### config.mk
export PLATFORM = sky130hd
export DESIGN_NAME = hazard_unit
export DESIGN_NICKNAME = d
export VERILOG_FILES = /design/src/rtl/hazard_unit.sv
export SDC_FILE = /design/constraint.sdc
export NUM_CORES = 1
export LEC_CHECK = 0
export ABC_AREA = 1
export BUFFER_PORTS_ARGS = -buffer_cell sky130_fd_sc_hd__buf_2
export CAP_MARGIN = 15
export CORE_MARGIN = 2
export CORE_UTILIZATION = 42
export DETAILED_ROUTE_END_ITERATION = 8
export GPL_TIMING_DRIVEN = 0
export HOLD_SLACK_MARGIN = 0.12
export MAX_ROUTING_LAYER = met4
export PLACE_DENSITY = 0.75
export SLEW_MARGIN = 10
export SYNTH_ARGS = -nofsm -noshare
export SYNTH_HDL_FRONTEND = slang
export SYNTH_SLANG_ARGS = --single-unit
### constraint.sdc
create_clock -name clk_i -period 1.6 [get_ports clk_i]
set_input_delay 0 -clock clk_i [delete_from_list [all_inputs] [get_ports clk_i]]
set_output_delay 0 -clock clk_i [all_outputs]
set_load 0.005 [all_outputs]
### src/rtl/hazard_unit.sv
// Pipeline hazard control for the 5-stage RV32 core: stall/flush steering, EX operand forwarding,
// a data-memory wait watchdog and saturating performance counters.
module hazard_unit #(
  parameter logic [2:0] LOAD_SEL = 3'b001,
  parameter int         TIMEOUT  = 16,
  parameter int         CNT_W    = 16
) (
  input  logic             clk_i,
  input  logic             rst_i,
  input  logic [4:0]       rs1_addr_d,
  input  logic [4:0]       rs2_addr_d,
  input  logic             rs1_used_d,
  input  logic             rs2_used_d,
  input  logic [4:0]       rs1_addr_ex,
  input  logic [4:0]       rs2_addr_ex,
  input  logic [4:0]       reg_dest_addr_ex,
  input  logic             reg_write_ex,
  input  logic [2:0]       result_mux_sel_ex,
  input  logic             pc_src_ex,
  input  logic [4:0]       reg_dest_addr_m,
  input  logic             reg_write_m,
  input  logic             dmem_req_m,
  input  logic             dmem_ready_i,
  input  logic [4:0]       reg_dest_addr_w,
  input  logic             reg_write_w,
  output logic             stall_f,
  output logic             stall_d,
  output logic             stall_ex,
  output logic             flush_d,
  output logic             flush_ex,
  output logic [1:0]       fwd_a_sel_ex,
  output logic [1:0]       fwd_b_sel_ex,
  output logic             mem_timeout_o,
  output logic [CNT_W-1:0] stall_cycles_o,
  output logic [CNT_W-1:0] flush_count_o
);

  localparam int WC_W = $clog2(TIMEOUT + 1);

  typedef enum logic {
    ST_RUN,
    ST_MEM_WAIT
  } state_t;

  state_t            state_q, state_d;
  logic [WC_W-1:0]   wait_cnt_q, wait_cnt_d;
  logic              mem_timeout_q, mem_timeout_d;
  logic [CNT_W-1:0]  stall_cycles_q, stall_cycles_d;
  logic [CNT_W-1:0]  flush_count_q, flush_count_d;

  logic mem_wait;
  logic load_use;
  logic redirect;

  function automatic logic [1:0] fwd_sel(input logic [4:0] rs,
                                          input logic wr_m, input logic [4:0] rd_m,
                                          input logic wr_w, input logic [4:0] rd_w);
    if (wr_m && (rd_m != 5'd0) && (rd_m == rs))      return 2'b10;
    else if (wr_w && (rd_w != 5'd0) && (rd_w == rs)) return 2'b01;
    else                                             return 2'b00;
  endfunction

  always_comb begin
    mem_wait = dmem_req_m & ~dmem_ready_i;
    load_use = reg_write_ex && (result_mux_sel_ex == LOAD_SEL) && (reg_dest_addr_ex != 5'd0) &&
               ((rs1_used_d && (rs1_addr_d == reg_dest_addr_ex)) ||
                (rs2_used_d && (rs2_addr_d == reg_dest_addr_ex)));
  end

  // Memory wait outranks a redirect so a resolved branch stays frozen in EX until the access ends.
  always_comb begin
    stall_f  = 1'b0;
    stall_d  = 1'b0;
    stall_ex = 1'b0;
    flush_d  = 1'b0;
    flush_ex = 1'b0;
    redirect = 1'b0;
    if (rst_i) begin
      flush_d  = 1'b1;
      flush_ex = 1'b1;
    end else if (mem_wait) begin
      stall_f  = 1'b1;
      stall_d  = 1'b1;
      stall_ex = 1'b1;
    end else if (pc_src_ex) begin
      flush_d  = 1'b1;
      flush_ex = 1'b1;
      redirect = 1'b1;
    end else if (load_use) begin
      stall_f  = 1'b1;
      stall_d  = 1'b1;
      flush_ex = 1'b1;
    end
  end

  always_comb begin
    fwd_a_sel_ex = 2'b00;
    fwd_b_sel_ex = 2'b00;
    if (!rst_i) begin
      fwd_a_sel_ex = fwd_sel(rs1_addr_ex, reg_write_m, reg_dest_addr_m, reg_write_w, reg_dest_addr_w);
      fwd_b_sel_ex = fwd_sel(rs2_addr_ex, reg_write_m, reg_dest_addr_m, reg_write_w, reg_dest_addr_w);
    end
  end

  always_comb begin
    state_d = state_q;
    case (state_q)
      ST_RUN:      if (mem_wait)  state_d = ST_MEM_WAIT;
      ST_MEM_WAIT: if (!mem_wait) state_d = ST_RUN;
      default:     state_d = ST_RUN;
    endcase

    wait_cnt_d = '0;
    if (mem_wait) begin
      wait_cnt_d = (wait_cnt_q == WC_W'(TIMEOUT)) ? wait_cnt_q : wait_cnt_q + WC_W'(1);
    end
    mem_timeout_d = mem_timeout_q | (mem_wait && (wait_cnt_q == WC_W'(TIMEOUT - 1)));

    stall_cycles_d = stall_cycles_q;
    if (stall_f && !(&stall_cycles_q)) stall_cycles_d = stall_cycles_q + CNT_W'(1);
    flush_count_d = flush_count_q;
    if (redirect && !(&flush_count_q)) flush_count_d = flush_count_q + CNT_W'(1);
  end

  always_ff @(posedge clk_i) begin
    if (rst_i) begin
      state_q        <= ST_RUN;
      wait_cnt_q     <= '0;
      mem_timeout_q  <= 1'b0;
      stall_cycles_q <= '0;
      flush_count_q  <= '0;
    end else begin
      state_q        <= state_d;
      wait_cnt_q     <= wait_cnt_d;
      mem_timeout_q  <= mem_timeout_d;
      stall_cycles_q <= stall_cycles_d;
      flush_count_q  <= flush_count_d;
    end
  end

  assign mem_timeout_o  = mem_timeout_q;
  assign stall_cycles_o = stall_cycles_q;
  assign flush_count_o  = flush_count_q;

endmodule

# After elaboration in Yosys (flattened, before gate mapping)
# Cells that the tools add are included.
[totals] regBits=38 inputBits=48 elab_cells=62
[classes] mux=19 bitwise_logic=4 reduce_logical=23 n_addsub=3 n_eq_ne=9
[ops] cell="$add A16 B1 Y16 const B" count=2
[ops] cell="$reduce_and A16 Y1" count=2
[ops] cell="$eq A5 B5 Y1" count=6
[ops] cell="$mux W1" count=15
[ops] cell="$reduce_bool A5 Y1" count=3
[ops] cell="$logic_and A1 B1 Y1" count=14
[ops] cell="$mux W2" count=4
[ops] cell="$add A5 B1 Y5 const B" count=1
[ops] cell="$eq A5 B4 Y1 const B" count=1
[ops] cell="$eq A5 B5 Y1 const B" count=1
[ops] cell="$eq A3 B1 Y1 const B" count=1
[ops] cell="$logic_not A1 Y1" count=2
[ops] cell="$not A1 Y1" count=2
[ops] cell="$reduce_or A2 Y1" count=1
[ops] cell="$and A1 B1 Y1" count=1
[ops] cell="$logic_or A1 B1 Y1" count=1
[ops] cell="$or A1 B1 Y1" count=1

# Depth between registers and ports, before layout
[depth] ltp_word=9 ltp_mapped=13 depth_no_buf=12

# Worst setup path before layout
# No wires, ideal clock.
[synth_path] path_kind="reg2reg" start="register stall_cycles_q[0] (netlist: stall_cycles_o[0])" end="register stall_cycles_q[7] (netlist: stall_cycles_o[7])" stages_incl_launch_ff=12 period_less_slack_ps=1528 setup_time_ps=128 slack_ps=72 arrival_time_ps=1400 cell_sequence="dfxtp_1 > ha_1 > nand2_1 > nor2_1 > nand4_2 > buf_6 > nand2_1 > nor2_1 > nand3_1 > nand2_1 > nand2_1 > nor2_1"
[synth_between] elab_chain_len=3 elab_cells_between_ends=4
[synth_lines] element="start: declaration" line_no="48" rtl="logic [CNT_W-1:0] stall_cycles_q, stall_cycles_d;"
[synth_lines] element="start signal: assignment" line_no="136" rtl="stall_cycles_q <= stall_cycles_d;"
[synth_lines] element="parallel branches: the longest is 3 deep, another holds $add A16 B1 Y16"
# Parallel ways; which one is timed is not known.
# A chain may end at the register's enable or synchronous reset.

# Final worst setup path
[layout_path] start="register flush_count_q[0] (netlist: flush_count_o[0])" end="register flush_count_q[10] (netlist: flush_count_o[10])"
[layout_between] elab_chain_len=3 elab_cells_between_ends=4
[layout_lines] element="start: declaration" line_no="49" rtl="logic [CNT_W-1:0] flush_count_q, flush_count_d;"
[layout_lines] element="start signal: assignment" line_no="137" rtl="flush_count_q <= flush_count_d;"
[layout_lines] element="parallel branches: the longest is 3 deep, another holds $add A16 B1 Y16"
# Parallel ways; which one is timed is not known.

==> qor.yml <==
yosys:
  ys_ff_latch: 38
  ys_warn_count: 0
  syn_area_um2: 2763
  synthCells: 437
  synthDistinctLibCells: 35
  syn_nets: 490
  syn_avg_cell_area_um2: 6.322
  ys_seq_area_share_pct: 27.54
route:
  drc: 0
  viasPerCell: 5.080
  via_count: 3124
  post_drt_wl_per_cell_um: 12.53
  first_iter_violations: 108
  ant_nets: 0
  drt-pass1-iter-count: 4
  finalWirelength_mm: 7.705
clocking:
  htree_levels: 2
  worstSkewPairLatency_ns: 0.30
  cts_tree: "built"
  clock-sinks: 38
  worst_setup_hold_path_clk_slew_ns: 0.07
  clockRootBuffer: "clkbuf_8"
  cts_buffers: 5
  clk_path_buf_depth: 2
  hold_buffers: 0
finish:
  nNetsFinal: 592
  syn_to_final_growth_pct: 30.34
  n_antenna_cell: 0
  drive_above_1_share_pct: 30.48
  register_area_um2: 800.8
  multi_input_area_um2: 1744
  final_area_um2: 3601
  nFillCells: 611
critical_path:
  crit_slowest_cell: "dfxtp_2"
  crit_fanout: 5
  max_stage_delay_ns: 0.38
  worstSetupPathType: "flip-flop to flip-flop"
  arrival_ns: 1.69
  cpMostUsedCell: "nand2_1"
  crit_chain: "ha_4, nand2_1, nor3_1, inv_1, nor2_4, nand2_1, o21ai_0, a21oi_1"
  critPathLaunchType: "flip-flop"
  reg2reg_slack_ns: 0.09
  crit_required_ns: 1.78
  cp-end-kind: "flip-flop"
timing:
  layout_min_cycle_time_ns: 1.509
  drv_slew: 0
  finalHoldViolations: 0
  finalCritPeriodShare_pct: 94.31
  hold_ws_ns: 0.1772
  max-slew-margin-rel_pct: 65.62
  fin_ws_ns: 0.09106
  fmax_mhz: 662.7
  fin_skew_ns: 0.009170
  setup_viol: 0
  tightest_slew_ns: 0.5109
placement:
  postPlaceCellArea_um2: 3299
  post-dp-hpwl_mm: 5.855
  io_buffers: 88
  place_ws_ns: -0.1351
  gp_congestion: 0.9081
floorplan:
  die_y_um: 85.11
  dieArea_um2: 7243
  core.rowCount: 29
  ioPinCount: 90
  core-area_um2: 6350
  fp.dieW_um: 85.11
  start_util_pct: 43.51
status:
  status: "finished, final reports clean"
min_path:
  worstHoldPathType: "input port to flip-flop"
global_routing:
  grt_pass1_wl_mm: 12.47
  overflow: 0
  antenna_found_initial: 0
  track_usage_pct: 21.34
  grt_pass1_vias: 2945
  grt_max_degree: 11
power:
  finalPower_uw: 1941
  p_leak_uw: 0.001720
  power.density_nw_per_um2: 539.1
  ir_drop_mv: 0.2959
flow_run:
  cap_viol_max_count: 0
[layout make-up]
| type | instances | area share (%) |
|---|---|---|
| multi-input combinational | 317 | 48.44 |
| buffer | 12 | 3.023 |
| timing repair buffer | 95 | 14.04 |
| inverter | 70 | 7.297 |
| sequential | 38 | 22.24 |
| tap | 77 | 2.675 |
| clock buffer | 6 | 2.293 |
[layer usage]
metal | share of wire (%) | track usage (%) | up-vias
li1 | - | - | 1599
met3 | 5.3 | 4.086 | 18
met1 | 43 | 25.75 | 1415
met4 | 2.0 | 7.504 | 0
met2 | 49 | 35.51 | 92
met5 | 0 | - | -
[per-stage QoR]
step,util [%],TNS (ns),cells
final,56.71,0,615
after global placement,51.96,-0.3898,602
after global routing,56.71,-0.1217,615
after floorplan,-,0,437
after detailed placement,51.96,-0.9810,602
after CTS,53.75,0,609
[sequential cells by signal (all words and copies together) (netlist names)]
name and cells:
wait_cnt_q 5, stall_cycles_o 16, mem_timeout_o 1, flush_count_o 16
[synthesized netlist by cell type (all sizes together)]
master  count  area [um^2]
xnor2      10        87.58
nor4        7        56.30
nor2       52        207.7
nor3       15        80.08
dfxtp      38        760.7
xor2       19        166.4
a31oi       2        12.51
nand2     117        449.2
ha          5        62.56
a211oi      1        7.510
o41ai       1        8.760
clkbuf      4        15.01
or2         1        6.260
nor3b       4        30.03
nand3      23        120.1
a22o        1        8.760
nand4      20        131.4
buf         8        90.08
inv        70        262.8
o21ai      14        70.07
a21oi      25        128.9
[timing repair]
action	4_1_cts	5_1_grt
pin swaps	2	9
buffers inserted	1	6
cloned	0	0
setup endpoints to repair	16	28
gates resized for setup	6	45
[layout by cell type, fill, tap and decap left out, types with 2 or more instances in the layout]
cell type and count:
nand3_1 19, nor4_2 2, a31oi_1 2, buf_6 3, nor4_1 5, nor3_2 3, nor3b_1 4, a21oi_1 24
nand2_1 111, inv_1 61, nand4_1 19, nand3_2 4, dfxtp_4 7, xor2_1 19, dfxtp_2 11, nor3_1 11
dfxtp_1 20, nand2_2 3, nor2_1 45, xnor2_1 10, o21ai_0 12, buf_4 8, clkbuf_1 4, buf_2 89
buf_12 3, ha_1 3, ha_4 2, o21ai_1 2, inv_2 9, nor2_2 4, nor2_4 3, nand2_4 3
clkbuf_8 6
[kinds of logic (layout without fill, tap and decap cells)]
| group | after synthesis | in the layout | share of synthesized area, % |
|---|---|---|---|
| xor gates and xnor gates | 29 | 29 | 9.194 |
| DFF | 38 | 38 | 27.54 |
| AOI/OAI and AO/OA | 44 | 44 | 8.560 |
| adders and majority gates | 5 | 5 | 2.264 |
| and+or+nand+nor | 239 | 239 | 39.13 |
| buffers and inverters | 82 | 183 | 13.31 |
[power by group]
part           switching (uW)  internal [uW]
clock network             335            333
logic                     176            143
registers                11.0            944
total                     522           1420
[path summary, 6_finish.rpt]
kind | depth (start not counted) | start | endpoint
max | 8 | flush_count_o[0] | flush_count_o[10]
min | 2 | rst_i | flush_count_o[2]
max reg2reg | 8 | flush_count_o[0] | flush_count_o[10]
min reg2reg | 2 | wait_cnt_q[0] | wait_cnt_q[0]
[worst max-delay path: cells and delay by family, from the launching register on]
family	cells	cell delay, ns
and+or+nand+nor	4	0.52
DFF	1	0.38
adders and majority gates	1	0.17
buffers and inverters	1	0.10
AOI/OAI and AO/OA	2	0.23
Note: power is estimated with default switching activity, not from simulation.
